===== src/rtl/cla_wide_add_seq_pkg.sv =====
// Shared constants and FSM encoding for the nibble-serial CLA adder.
package cla_wide_add_seq_pkg;

  // Width of the single CLA slice that is time-multiplexed over the operands.
  localparam int NIBBLE = 4;

  // 2'd3 is unreachable; the next-state logic sends it back to IDLE.
  typedef enum logic [1:0] {
    ST_IDLE = 2'd0,
    ST_RUN  = 2'd1,
    ST_DONE = 2'd2
  } state_t;

endpackage


===== src/rtl/cla_wide_add_seq_cla_adder.sv =====
// 4-bit carry-lookahead slice: all internal carries from generate/propagate.
module cla_adder
  import cla_wide_add_seq_pkg::*;
(
  input  logic [NIBBLE-1:0] a,
  input  logic [NIBBLE-1:0] b,
  input  logic              c0,
  output logic [NIBBLE-1:0] s,
  output logic              c4
);

  logic [3:0] g, p;
  logic [4:0] c;

  // Flat two-level carry equations, no ripple inside the slice.
  always_comb begin
    g    = a & b;
    p    = a ^ b;
    c[0] = c0;
    c[1] = g[0] | (p[0] & c0);
    c[2] = g[1] | (p[1] & g[0]) | (p[1] & p[0] & c0);
    c[3] = g[2] | (p[2] & g[1]) | (p[2] & p[1] & g[0]) | (p[2] & p[1] & p[0] & c0);
    c[4] = g[3] | (p[3] & g[2]) | (p[3] & p[2] & g[1]) | (p[3] & p[2] & p[1] & g[0])
         | (p[3] & p[2] & p[1] & p[0] & c0);
    s    = p ^ c[3:0];
    c4   = c[4];
  end

endmodule


===== src/rtl/cla_wide_add_seq.sv =====
// WIDTH-bit add/subtract built from one 4-bit CLA slice stepped LSB nibble
// first, with valid/ready handshakes on request and result sides.
module cla_wide_add_seq
  import cla_wide_add_seq_pkg::*;
#(
  parameter int WIDTH = 16
) (
  input  logic             clk,
  input  logic             rst_n,
  input  logic             start_valid,
  output logic             start_ready,
  input  logic [WIDTH-1:0] op_a,
  input  logic [WIDTH-1:0] op_b,
  input  logic             cin,
  input  logic             sub,
  output logic             res_valid,
  input  logic             res_ready,
  output logic [WIDTH-1:0] sum,
  output logic             cout,
  output logic             ovf
);

  localparam int NIB  = WIDTH / NIBBLE;
  localparam int IDXW = (NIB > 1) ? $clog2(NIB) : 1;
  localparam int BW   = $clog2(WIDTH);
  localparam logic [IDXW-1:0] IDX_LAST = IDXW'(NIB - 1);

  state_t            state, state_nxt;
  logic [IDXW-1:0]   idx;
  logic [WIDTH-1:0]  a_r, b_r;
  logic              carry;
  logic [BW-1:0]     base;
  logic [NIBBLE-1:0] a_nib, b_nib, s_nib;
  logic              c4;
  logic              accept;

  assign start_ready = (state == ST_IDLE);
  assign res_valid   = (state == ST_DONE);
  assign accept      = start_valid & start_ready;

  // Bit offset of the current nibble (idx * 4), sized to index the operands.
  assign base  = BW'({idx, 2'b00});
  assign a_nib = a_r[base +: NIBBLE];
  assign b_nib = b_r[base +: NIBBLE];

  cla_adder u_slice (
    .a  (a_nib),
    .b  (b_nib),
    .c0 (carry),
    .s  (s_nib),
    .c4 (c4)
  );

  // State register.
  always_ff @(posedge clk or negedge rst_n) begin
    if (!rst_n) state <= ST_IDLE;
    else        state <= state_nxt;
  end

  // Next-state: accept in IDLE, leave RUN on the last nibble, drain on res_ready.
  always_comb begin
    state_nxt = state;
    case (state)
      ST_IDLE: if (accept)            state_nxt = ST_RUN;
      ST_RUN:  if (idx == IDX_LAST)   state_nxt = ST_DONE;
      ST_DONE: if (res_ready)         state_nxt = ST_IDLE;
      default:                        state_nxt = ST_IDLE;
    endcase
  end

  // Operand capture, per-nibble accumulation and final flags.
  always_ff @(posedge clk or negedge rst_n) begin
    if (!rst_n) begin
      idx   <= '0;
      a_r   <= '0;
      b_r   <= '0;
      carry <= 1'b0;
      sum   <= '0;
      cout  <= 1'b0;
      ovf   <= 1'b0;
    end else begin
      case (state)
        ST_IDLE: begin
          if (accept) begin
            a_r   <= op_a;
            // Subtract as A + ~B + 1; cin is irrelevant then.
            b_r   <= sub ? ~op_b : op_b;
            carry <= sub | cin;
            idx   <= '0;
            sum   <= '0;
          end
        end
        ST_RUN: begin
          sum[base +: NIBBLE] <= s_nib;
          carry               <= c4;
          if (idx == IDX_LAST) begin
            cout <= c4;
            // Same-sign operands producing a different-sign result.
            ovf  <= (a_r[WIDTH-1] == b_r[WIDTH-1]) & (s_nib[NIBBLE-1] != a_r[WIDTH-1]);
          end else begin
            idx <= idx + 1'b1;
          end
        end
        default: ;
      endcase
    end
  end

endmodule

===== config.mk =====
export PLATFORM = sky130hd
export DESIGN_NAME = cla_wide_add_seq
export DESIGN_NICKNAME = d
export VERILOG_FILES = /design/src/rtl/cla_wide_add_seq_pkg.sv /design/src/rtl/cla_wide_add_seq_cla_adder.sv /design/src/rtl/cla_wide_add_seq.sv
export SDC_FILE = /design/constraint.sdc
export NUM_CORES = 1
export LEC_CHECK = 0
export CAP_MARGIN = 30
export CORE_ASPECT_RATIO = 0.8
export CORE_MARGIN = 1.5
export CORE_UTILIZATION = 46
export DETAILED_ROUTE_END_ITERATION = 16
export PLACE_DENSITY = 0.75
export SLEW_MARGIN = 25
export SYNTH_ARGS = -nofsm -noshare
export SYNTH_HDL_FRONTEND = slang
export SYNTH_SLANG_ARGS = --single-unit

===== constraint.sdc =====
create_clock -name clk -period 2.3 [get_ports clk]
set_input_delay 0.46 -clock clk [delete_from_list [all_inputs] [get_ports clk]]
set_output_delay 0.46 -clock clk [all_outputs]
set_load 0.05 [all_outputs]

# Yosys cells after proc, flatten, opt, wreduce, memory -nomap -nowiden
# Cells that the tools add are included.
# word_totals
ff_bits	55
latch_bits	0
mem_bits_rw	0
mem_bits_ro	0
out_inout_bits	20
mem_count	0
# classes
addsub	2
mul	0
div_mod_pow	0
order_cmp	0
eq_ne	9
shift	4
n_mux	13
bitwise	33
n_reduce_logical	7
# op_table
cell	n
two-way mux 16 bit	2
one-hot mux 16 bit (2 select lines)	1
variable part select 16 x 5 -> 4 bit	2
AND 1 bit	18
bitwise mux 16 bit	1
inverter 16 bit	1
variable shift 4 x 6 -> 16 bit (first input constant)	1
variable part select 4 x 6 -> 16 bit	1
OR 1 bit	11
two-way mux 2 bit	5
XOR 4 bit	2
negation 4 -> 6 bit	1
one-hot mux 2 bit (3 select lines)	1
AND reduction 2 bit	3
AND reduction 3 bit	2
AND 4 bit	1
equality test 2 bit (second input constant)	2
!= test 2 x 1 -> 1 bit (second input constant)	2
!= test 2 bit (second input constant)	2
one-hot mux 2 bit (2 select lines)	1
adder 2 x 1 -> 2 bit (second input constant)	1
equality test 2 x 1 -> 1 bit (second input constant)	1
zero test 2 bit	1
one-hot mux 1 bit (2 select lines)	1
4 further kinds	4

# Longest topological paths before layout
# Gate-level depths: netlist (run 1).
# depth
ltp_word	10
ltp_mapped	7
ltp_nobuf	6

# Modules after synthesis
# From an unflattened synthesis (run 1), not the netlist that was laid out.
# unflattened
cells_unflattened	217
area_unflattened_um2	2796.4
# by_module_without_submodules
module	n_inst	cells_per_inst	area_per_inst_um2	seq_area_each_um2
cla_wide_add_seq	1	200	2648.8	1376.3
cla_adder	1	17	147.6	0.0

# Worst setup path after synthesis (run 1)
# OpenSTA, ideal clock, no wires.
# synth_path
path_kind	register to register
start	reg idx[0]
end	reg ovf
arrival_ps	2398
required_ps	2176
setup_slack_ps	-222
stages_incl_launch_ff	8
path_cell_list	dfrtp_1 buf_4 mux4_2 ha_1 a211oi_1 o21ai_0 and3_1 a211o_1
# synth_via
elab_chain_len	9
word_cells_on_any_way	17
cone_classes	eq/ne: 2; shift: 2; bitwise: 12; reduce/logical: 1
# synth_rtl
item	line_no	text
start, declared	cla_wide_add_seq.sv:29	logic [IDXW-1:0] idx;
start signal, assigned	cla_wide_add_seq.sv:101	idx <= idx + 1'b1;
variable part select 16 x 5 -> 4 bit (on tied branches)	cla_wide_add_seq.sv:43, cla_wide_add_seq.sv:44	
XOR 4 bit / AND 4 bit (equally long branches)	cla_wide_add_seq_cla_adder.sv:18, cla_wide_add_seq_cla_adder.sv:17	
AND 1 bit	cla_wide_add_seq_cla_adder.sv:22	c[3] = g[2] | (p[2] & g[1]) | (p[2] & p[1] & g[0]) | (p[2] & p[1] & p[0] & c0);
OR 1 bit / AND 1 bit (equally long branches) (2 in a row)	cla_wide_add_seq_cla_adder.sv:22	
OR 1 bit	cla_wide_add_seq_cla_adder.sv:22	
XOR 4 bit	cla_wide_add_seq_cla_adder.sv:25	s = p ^ c[3:0];
!= test 1 bit	cla_wide_add_seq.sv:99	ovf <= (a_r[WIDTH-1] == b_r[WIDTH-1]) & (s_nib[NIBBLE-1] != a_r[WIDTH-1]);
AND 1 bit	cla_wide_add_seq.sv:99	
end signal, assigned	cla_wide_add_seq.sv:99	
end, declared	cla_wide_add_seq.sv:20	output logic ovf
# Several ways; a longest one is shown, not always the timed one.
# A chain may end at the register's enable or synchronous reset.

# Worst setup path in the final report (run 1)
# Ends and elaborated chain as after synthesis.

==> key figures, run 1 <==
Outcome
  • Outcome: finished, final reports clean

Timing
  • RSZ-0062 raised after global routing: true
  • Period utilization: 0.984
  • Rel. slew slack: 0.584
  • Fmax: 0.442 GHz
  • Final hold slack: ~0.16 ns
  • Slew @ Worst Pin: between 0.6 and 0.7 ns
  • Setup violators final: 0
  • Clock Skew: approximately 0.0089 ns
  • Slew Viols, Final: 0
  • Final min period: between 2 and 2.5 ns
  • Final Hold Fails: 0

Critical path
  • Reg-to-reg setup timing slack: 0.04 ns
  • Setup crit start kind: flop
  • Critical Path Slowest Stage Cell: mux4_2
  • Crit path kind: reg2reg
  • CP required: 2.50 ns
  • Worst path cell trace: buf_6 > mux4_2 > ha_4 > a21oi_2 > nand4b_1 > and3_4 > a211o_1
  • Crit. End Element: flop
  • Crit path DAT: approximately 2.5 ns
  • Worst-path fanout max: 5
  • CP peak stage delay: 0.57 ns

Place
  • Area after DPL: ~3500 um2
  • Placer congestion estimate: ~0.86
  • Dpl hpwl: about 4.1 mm
  • # port buffers: 57
  • Dpl cells: ~360

Synth
  • #FFs+latches synth: 55
  • Sequential share of the synthesized area: 0.501
  • Syn_nets: ~270
  • Post-Syn Area: between 2000 and 3000 um2
  • Ys Warns: 0
  • Avg Cell Area, Syn: about 12 um2
  • Yosys cell types: 37
  • Post-synth top area cell: dfrtp_1
  • Cells after Synth: roughly 220
  • Post-synth top area share: 0.501
  • Synth area leaders: dfrtp_1 50%, mux2_2 6.6%, mux4_2 6.6%, xnor2_1 5.4%, a22o_1 5.1%

Finish
  • Ant. Diodes: 0
  • Nets: 337
  • Share of cells above drive strength 1: 0.221
  • Non-filler cells, final: between 300 and 400
  • Most frequent cells in the layout: 54 x dfrtp_1, 54 x clkdlybuf4s50_1, 21 x nor2_1, 21 x a21oi_1, 17 x xnor2_1
  • Final Instance Area: approximately 3600 um2
  • Area growth syn-to-layout: 32.4%

Global route
  • Pin count of the biggest net entering global routing: 49
  • Total gr overflow: 0
  • GRT Resource Usage Total: 0.184
  • First-pass GRT wire length: about 9 mm
  • Initial antenna violation count: 0
  • Vias in the first global route: ~1900

Power and ir drop
  • Power per Cell Area: roughly 1600 nW/um2
  • Leak Pwr: between 1.5 and 2 nW
  • VDD IR max: around 0.72 mV
  • Total power: roughly 5.9 mW

Clock tree
  • Clk slew on worst S/H paths: 0.10 ns
  • Root Driver: clkbuf_8
  • Max H-tree Level: 2
  • Post-CTS Hold Fix Bufs: 0
  • # clock sinks: between 50 and 60
  • Clock buffer depth: 2
  • CTS tree: built
  • TritonCTS Buffers: 5
  • Clock latency on the worst-skew pair: 0.31 ns

Die
  • Die area: between 6000 and 7000 um2
  • DIE HEIGHT: roughly 72 um
  • Starting Density: 0.490
  • CORE AREA: ~5600 um2
  • Num ports: 58
  • Die width: between 80 and 90 um
  • Row count: 24

Drt
  • First-pass DRT Iterations: 4
  • Iteration-0 DRC Markers: a little under 80
  • Vias per Instance: approximately 5.3
  • DRC violations left: 0
  • WL per Instance: 15.1 um
  • Routed WL: between 5 and 6 mm
  • Post-DRT Antenna Nets: 0
  • Vias: around 1900

Hold path
  • HP Class: in2async

Job
  • Max-cap violations: 0
path summary, 6_finish.rpt:
| path | startpoint | end | depth (start not counted) |
|---|---|---|---|
| worst max-delay path | idx[0] | ovf | 7 |
| worst min-delay path | rst_n | a_r[15] | 1 |
| worst max register to register | idx[0] | ovf | 7 |
| worst min register to register | cout | cout | 2 |
| max in group asynchronous | rst_n | b_r[0] | 2 |
| min in group clk | cout | cout | 2 |
repair_timing:
action / 4_1_cts / 5_1_grt
hold endpoints to repair: 0 / 0
gates cloned: 0 / 0
buffers inserted: 2 / 1
endpoints found under the setup margin: 8 / 9
gates resized for setup: 0 / 5
pin swaps: 1 / 2
metal layers:
layer	track usage	share of wire	up-vias
li1	-	-	934
met1	0.273	0.50	952
met2	0.279	0.44	49
met3	0.0444	0.049	4
met4	0.0359	0.0058	0
met5	0	0	-
stage by stage:
stage,setup WS [ns],util,TNS [ns]
finish,0.0358,0.648,0
global placement,0.0552,0.620,0
detailed placement,-0.0453,0.620,-0.0453
global route,-0.0447,0.648,-0.115
floorplan,0.0135,-,0
CTS,0.0110,0.642,0
area by class of cell:
cell class / instances / area, um2
repair buffers: 72 / 714
fillers: 444 / 1980
clock buffers: 6 / 82.6
well taps: 78 / 97.6
flip-flops and latches: 55 / 1380
inverters: 4 / 15.0
clock inverters: 2 / 16.3
multi-input cells: 151 / 1340
cells in the mapped netlist:
library cell / number
a211o_1: 1
a211oi_1: 1
a21o_1: 5
a21oi_1: 22
a22o_1: 16
a311oi_1: 1
and2_1: 1
and3_1: 2
and3b_1: 1
buf_2: 6
buf_4: 3
clkbuf_1: 2
dfrtp_1: 55
fa_1: 1
ha_1: 9
inv_1: 3
inv_2: 1
mux2_2: 16
mux2i_1: 1
mux4_2: 8
nand2_1: 8
nand2_2: 1
nand2b_1: 1
nand2b_4: 1
nand4b_1: 1
nor2_1: 21
nor2_4: 1
nor2b_4: 1
nor3_1: 2
nor4_4: 1
nor4b_4: 2
o21ai_0: 5
o22ai_1: 1
o31ai_1: 1
o32a_1: 1
xnor2_1: 17
xor2_1: 1
state kept, by name, summed over array words and instances, names as in the netlist:
| register | count |
|---|---|
| a_r | 16 |
| b_r | 16 |
| carry | 1 |
| ovf | 1 |
| state | 2 |
| sum | 16 |
| idx | 2 |
| cout | 1 |
logic make-up after synthesis:
kind of cell	count (synthesis)	synth area share
xor+xnor	18	0.0574
flops	55	0.501
mux	25	0.135
fa+ha+maj	10	0.0482
simple gates	44	0.100
compound gates	54	0.132
buf+inv	15	0.0273
worst max-delay path: cells and delay by family, from the launching register on:
kind | cells | cell delay (ns)
compound gates | 2 | 0.29
buf+inv | 1 | 0.12
mux | 1 | 0.57
simple gates | 2 | 0.45
fa+ha+maj | 1 | 0.32
flops | 1 | 0.41
power by group:
part           switching [mW]  internal (mW)  leakage (nW)
Clock                   0.319          0.247        0.0474
Sequential              0.308           1.38         0.669
Combinational            1.89           1.77         0.794
No activity file was read; power rests on OpenSTA's default activity.
==> inputs of run 2 (changes only) <==
CORE_MARGIN = 2   (was 1.5)
PLACE_DENSITY = 0.84   (was 0.75)
==> key figures, run 2 (synthesis gave the netlist of run 1 again) <==
Outcome
  • Outcome: complete, but fails checks (was finished, final reports clean)
  • Violated checks: negative setup slack

Place
  • Dpl cells: 360 (was 357)
  • Placer congestion estimate: 0.920 (was 0.864)
  • Area after DPL: 3470 um2 (was 3480 um2)
  • Dpl hpwl: 4.35 mm (was 4.13 mm)
  • # port buffers: 57 (unchanged)

Clock tree
  • Root Driver: clkbuf_8 (unchanged)
  • Clock latency on the worst-skew pair: 0.31 ns (about the same)
  • Clock buffer depth: 2 (unchanged)
  • CTS tree: built (unchanged)
  • TritonCTS Buffers: 5 (unchanged)
  • Post-CTS Hold Fix Bufs: 0 (unchanged)
  • Clk slew on worst S/H paths: 0.10 ns (about the same)
  • Max H-tree Level: 2 (unchanged)
  • # clock sinks: 55 (unchanged)

Finish
  • Top Registers: a_r: 16 flops, b_r: 16 flops, sum: 16 flops (unchanged)
  • Nets: 338 (was 337)
  • Non-filler cells, final: 372 (was 368)
  • FILL cells: 462 (was 444)
  • Ant. Diodes: 0 (unchanged)
  • Area growth syn-to-layout: 32.0% (was 32.4%)
  • Fin util: 0.620 (was 0.648)
  • Most frequent cells in the layout: 54 x dfrtp_1, 54 x clkdlybuf4s50_1, 21 x nor2_1 (was 54 x dfrtp_1, 54 x clkdlybuf4s50_1, 21 x nor2_1, 21 x a21oi_1, 17 x xnor2_1)
  • Area occupied by registers: 1380 um2 (unchanged)
  • Share of cells above drive strength 1: 0.220 (was 0.221)
  • Multi-input gate area: 1350 um2 (was 1340 um2)
  • Final Instance Area: 3630 um2 (was 3640 um2)

Global route
  • Total gr overflow: 0 (unchanged)
  • GRT Resource Usage Total: 0.188 (was 0.184)
  • Vias in the first global route: 2013 (was 1883)
  • Pin count of the biggest net entering global routing: 56 (was 49)
  • Initial antenna violation count: 0 (unchanged)
  • First-pass GRT wire length: 9.72 mm (was 8.96 mm)

Power and ir drop
  • Leak Pwr: 1.50 nW (was 1.51 nW)
  • VDD IR max: 0.807 mV (was 0.724 mV)
  • Power per Cell Area: 1650 nW/um2 (was 1620 nW/um2)

Drt
  • Vias: 1950 (was 1939)
  • Post-DRT Antenna Nets: 0 (unchanged)
  • Vias per Instance: 5.24 (was 5.27)
  • Routed WL: 5.86 mm (was 5.54 mm)
  • First-pass DRT Iterations: 4 (unchanged)
  • WL per Instance: 15.7 um (was 15.1 um)
  • DRC violations left: 0 (unchanged)
  • Iteration-0 DRC Markers: 99 (was 79)

Timing
  • Rel. slew slack: 0.548 (was 0.584)
  • Final min period: 2.33 ns (was 2.26 ns)
  • Period utilization: 1.01 (was 0.984)
  • Final Hold Fails: 0 (unchanged)
  • Setup violators final: 1 (was 0)
  • Slew Viols, Final: 0 (unchanged)
  • Clock Skew: 0.0138 ns (was 0.00895 ns)
  • Fmax: 0.429 GHz (was 0.442 GHz)
  • Slew @ Worst Pin: 0.678 ns (was 0.624 ns)
  • PnR worst setup slack: -0.0315 ns (was 0.0358 ns)
  • RSZ-0062 raised after global routing: true (unchanged)

Die
  • Row count: 25 (was 24)
  • Die width: 90.4 um (was 89.4 um)
  • Num ports: 58 (unchanged)
  • Starting Density: 0.470 (was 0.490)
  • CORE AREA: 5850 um2 (was 5620 um2)
  • DIE HEIGHT: 73.1 um (was 72.1 um)
  • Die area: 6610 um2 (was 6450 um2)

Critical path
  • Crit. End Element: flop (unchanged)
  • Crit path DAT: 2.53 ns (was 2.46 ns)
  • Worst-path fanout max: 5 (unchanged)
  • CP required: 2.50 ns (about the same)
  • Reg2Reg Depth: 7 (unchanged)
  • Setup crit start kind: flop (unchanged)
  • Crit path kind: reg2reg (unchanged)

Job
  • Max-cap violations: 0 (unchanged)

Hold path
  • HP Class: in2async (unchanged)
-- run 2: final timing paths --
kind	from	to	slack, ns
max	idx[0]	ovf	-0.03
min	rst_n	sum[0]	0.26
max reg2reg	idx[0]	ovf	-0.03
min reg2reg	cout	cout	0.51
max in group asynchronous	rst_n	idx[0]	1.55
min in group clk	cout	cout	0.51
-- run 2: through the flow --
stage          hold WS (ns)  power (mW)  setup TNS, ns  worst slack, ns
6_report              0.261        6.00        -0.0315          -0.0315
5_1_grt               0.330        6.36         -0.191          -0.0709
4_1_cts               0.297        5.80              0           0.0259
3_5_place_dp          0.491        5.23        -0.0350          -0.0350
3_3_place_gp          0.471        5.07              0           0.0180
2_1_floorplan         0.164        4.02              0           0.0135
-- run 2: final cells by class --
type | count | share of cell area
Timing Repair Buffer | 73 | 0.194
Clock buffer | 7 | 0.0210
Multi-Input combinational cell | 151 | 0.372
Sequential cell | 55 | 0.380
Clock inverter | 1 | 0.00138
Inverter | 4 | 0.00414
Tap cell | 81 | 0.0279
-- run 2: power by group --
part           internal [mW]  switching [mW]
Sequential              1.38           0.283
Clock                  0.215           0.313
Combinational           1.79            2.02
Total                   3.38            2.62
-- run 2: routing by layer --
metal  global-route usage  share of wire  vias to the layer above
met5                    0              0                        -
met4               0.0786          0.018                        0
met3               0.0362          0.041                       14
met2                0.318           0.49                       55
met1                0.241           0.45                      953
li1                     -              -                      928
-- run 2: timing repair --
action	in CTS	in global routing
buffers inserted	4	0
setup endpoints to repair	8	10
gates resized for setup	1	8
pin swaps	0	3
-- run 2: critical path, cell delays in order, from the launching register on --
cell     delay (ns)
dfrtp_2        0.45
buf_4          0.17
mux4_2         0.50
ha_1           0.38
a21o_1         0.15
nand2_1        0.09
and3_4         0.22
a211o_1        0.25
==> inputs of run 3 (changes only) <==
==> constraint.sdc (replaced) <==
create_clock -name clk -period 2.3 [get_ports clk]
set_input_delay 0.46 -clock clk [delete_from_list [all_inputs] [get_ports clk]]
set_output_delay 0.46 -clock clk [all_outputs]
set_load 0.005 [all_outputs]
==> key figures, run 3 (synthesis gave the netlist of run 1 again) <==
Timing
  • RSZ-0062 raised after global routing: true (unchanged)
  • Period utilization: 0.982 (was 1.01)
  • Setup violators final: 0 (was 1)
  • Slew Viols, Final: 0 (unchanged)
  • Clock Skew: 0.0108 ns (was 0.0138 ns)
  • Final min period: 2.26 ns (was 2.33 ns)
  • Final Hold Fails: 0 (unchanged)
  • Rel. slew slack: 0.655 (was 0.548)
  • Slew @ Worst Pin: 0.518 ns (was 0.678 ns)
  • Fmax: 0.443 GHz (was 0.429 GHz)
  • Final hold slack: 0.117 ns (was 0.261 ns)

Clock tree
  • CTS tree: built (unchanged)
  • Clock latency on the worst-skew pair: 0.31 ns (about the same)
  • # clock sinks: 55 (unchanged)
  • Post-CTS Hold Fix Bufs: 0 (unchanged)
  • Root Driver: clkbuf_8 (unchanged)
  • Clk slew on worst S/H paths: 0.10 ns (about the same)
  • Clock buffer depth: 2 (unchanged)
  • Max H-tree Level: 2 (unchanged)
  • TritonCTS Buffers: 5 (unchanged)

Drt
  • WL per Instance: 15.8 um (was 15.7 um)
  • DRC violations left: 0 (unchanged)
  • Iteration-0 DRC Markers: 124 (was 99)
  • Vias: 1960 (was 1950)
  • First-pass DRT Iterations: 4 (unchanged)
  • Vias per Instance: 5.33 (was 5.24)
  • Post-DRT Antenna Nets: 0 (unchanged)
  • Routed WL: 5.81 mm (was 5.86 mm)

Global route
  • Total gr overflow: 0 (unchanged)
  • Initial antenna violation count: 0 (unchanged)
  • GRT Resource Usage Total: 0.193 (was 0.188)
  • First-pass GRT wire length: 9.82 mm (was 9.72 mm)
  • Vias in the first global route: 2017 (was 2013)
  • Pin count of the biggest net entering global routing: 50 (was 56)

Finish
  • Share of cells above drive strength 1: 0.209 (was 0.220)
  • Most frequent cells in the layout: 56 x clkdlybuf4s50_1, 54 x dfrtp_1, 21 x nor2_1, 21 x a21oi_1, 17 x xnor2_1 (was 54 x dfrtp_1, 54 x clkdlybuf4s50_1, 21 x nor2_1)
  • Area growth syn-to-layout: 33.0% (was 32.0%)
  • Fin util: 0.625 (was 0.620)
  • Ant. Diodes: 0 (unchanged)
  • Top Registers: a_r: 16 flops, b_r: 16 flops, sum: 16 flops (unchanged)
  • Most common cell after layout, fill and taps aside: clkdlybuf4s50_1
  • Nets: 334 (was 338)
  • Final Instance Area: 3650 um2 (was 3630 um2)

Job
  • Max-cap violations: 0 (unchanged)

Critical path
  • Reg2Reg Depth: 6 (was 7)
  • Crit path DAT: 2.47 ns (was 2.53 ns)
  • Setup crit start kind: flop (unchanged)
  • Crit path kind: reg2reg (unchanged)
  • Worst-path fanout max: 5 (unchanged)
  • CP required: 2.51 ns (was 2.50 ns)
  • Crit. End Element: flop (unchanged)

Power and ir drop
  • Leak Pwr: 1.51 nW (was 1.50 nW)
  • Total power: 5.76 mW (was 6.00 mW)
  • VDD IR max: 0.795 mV (was 0.807 mV)
  • Power per Cell Area: 1570 nW/um2 (was 1650 nW/um2)

Place
  • Area after DPL: 3480 um2 (was 3470 um2)
  • Placer congestion estimate: 0.876 (was 0.920)
  • # port buffers: 57 (unchanged)
  • Dpl hpwl: 4.26 mm (was 4.35 mm)

Outcome
  • Outcome: finished, final reports clean (was complete, but fails checks)

Die
  • CORE AREA: 5850 um2 (unchanged)
  • DIE HEIGHT: 73.1 um (unchanged)
  • Die width: 90.4 um (unchanged)
  • Starting Density: 0.470 (unchanged)
  • Num ports: 58 (unchanged)
  • Row count: 25 (unchanged)
  • Die area: 6610 um2 (unchanged)

Hold path
  • HP Class: in2async (unchanged)
[run 3: changes by cell type in the layout (fill, tap and decap cells not counted), moves of 2 or more]
| cell | before | now |
|---|---|---|
| buf_4 | 14 | 8 |
| clkdlybuf4s50_1 | 54 | 56 |
| buf_12 | 1 | 3 |
| clkbuf_1 | 2 | 0 |
[run 3: power by group]
group,internal (mW),total (mW),switching [mW]
Sequential,1.38,1.72,0.336
Combinational,1.80,3.38,1.58
Clock,0.352,0.658,0.305
Total,3.53,5.76,2.23
[run 3: path summary, 6_finish.rpt]
check | to | slack [ns] | from
worst min register to register | a_r[5] | 0.51 | a_r[5]
worst min-delay path | b_r[5] | 0.12 | rst_n
max in group asynchronous | idx[0] | 1.63 | rst_n
worst max register to register | ovf | 0.04 | idx[0]
min in group clk | a_r[5] | 0.51 | a_r[5]
worst max-delay path | ovf | 0.04 | idx[0]
[run 3: area by class of cell]
type | count | area, um2
fillers | 458 | 2190
flip-flops and latches | 55 | 1380
multi-input cells | 151 | 1350
repair buffers | 69 | 697
well taps | 81 | 101
clock buffers | 6 | 82.6
clock inverters | 2 | 35.0
inverters | 4 | 15.0
[run 3: per-layer routing]
metal | share of wire | wire [um] | track usage
met5 | 0 | 0 | 0
met4 | 0.019 | 110 | 0.0821
met3 | 0.053 | 306 | 0.0393
met2 | 0.47 | 2710 | 0.317
met1 | 0.46 | 2680 | 0.253
[run 3: what timing repair did]
item,CTS,global route
endpoints found under the hold margin,0,0
pin swaps,0,1
resized for setup,0,7
setup buffers,1,0
setup endpoints to repair,5,14
[run 3: through the flow]
stage / setup slack (ns) / std cells / setup TNS, ns
floorplan: 0.0135 / 221 / 0
global placement: 0.0177 / 359 / 0
detailed placement: -0.0231 / 359 / -0.0231
CTS: 0.0191 / 368 / 0
global route: -0.0249 / 368 / -0.0420
finish: 0.0409 / 368 / 0
[run 3: worst max-delay path, stage by stage (launching register included)]
cell      delay, ns
dfrtp_2        0.48
mux4_2         0.60
ha_4           0.31
a21oi_1        0.07
nand4b_1       0.23
and3_4         0.21
a211o_1        0.26
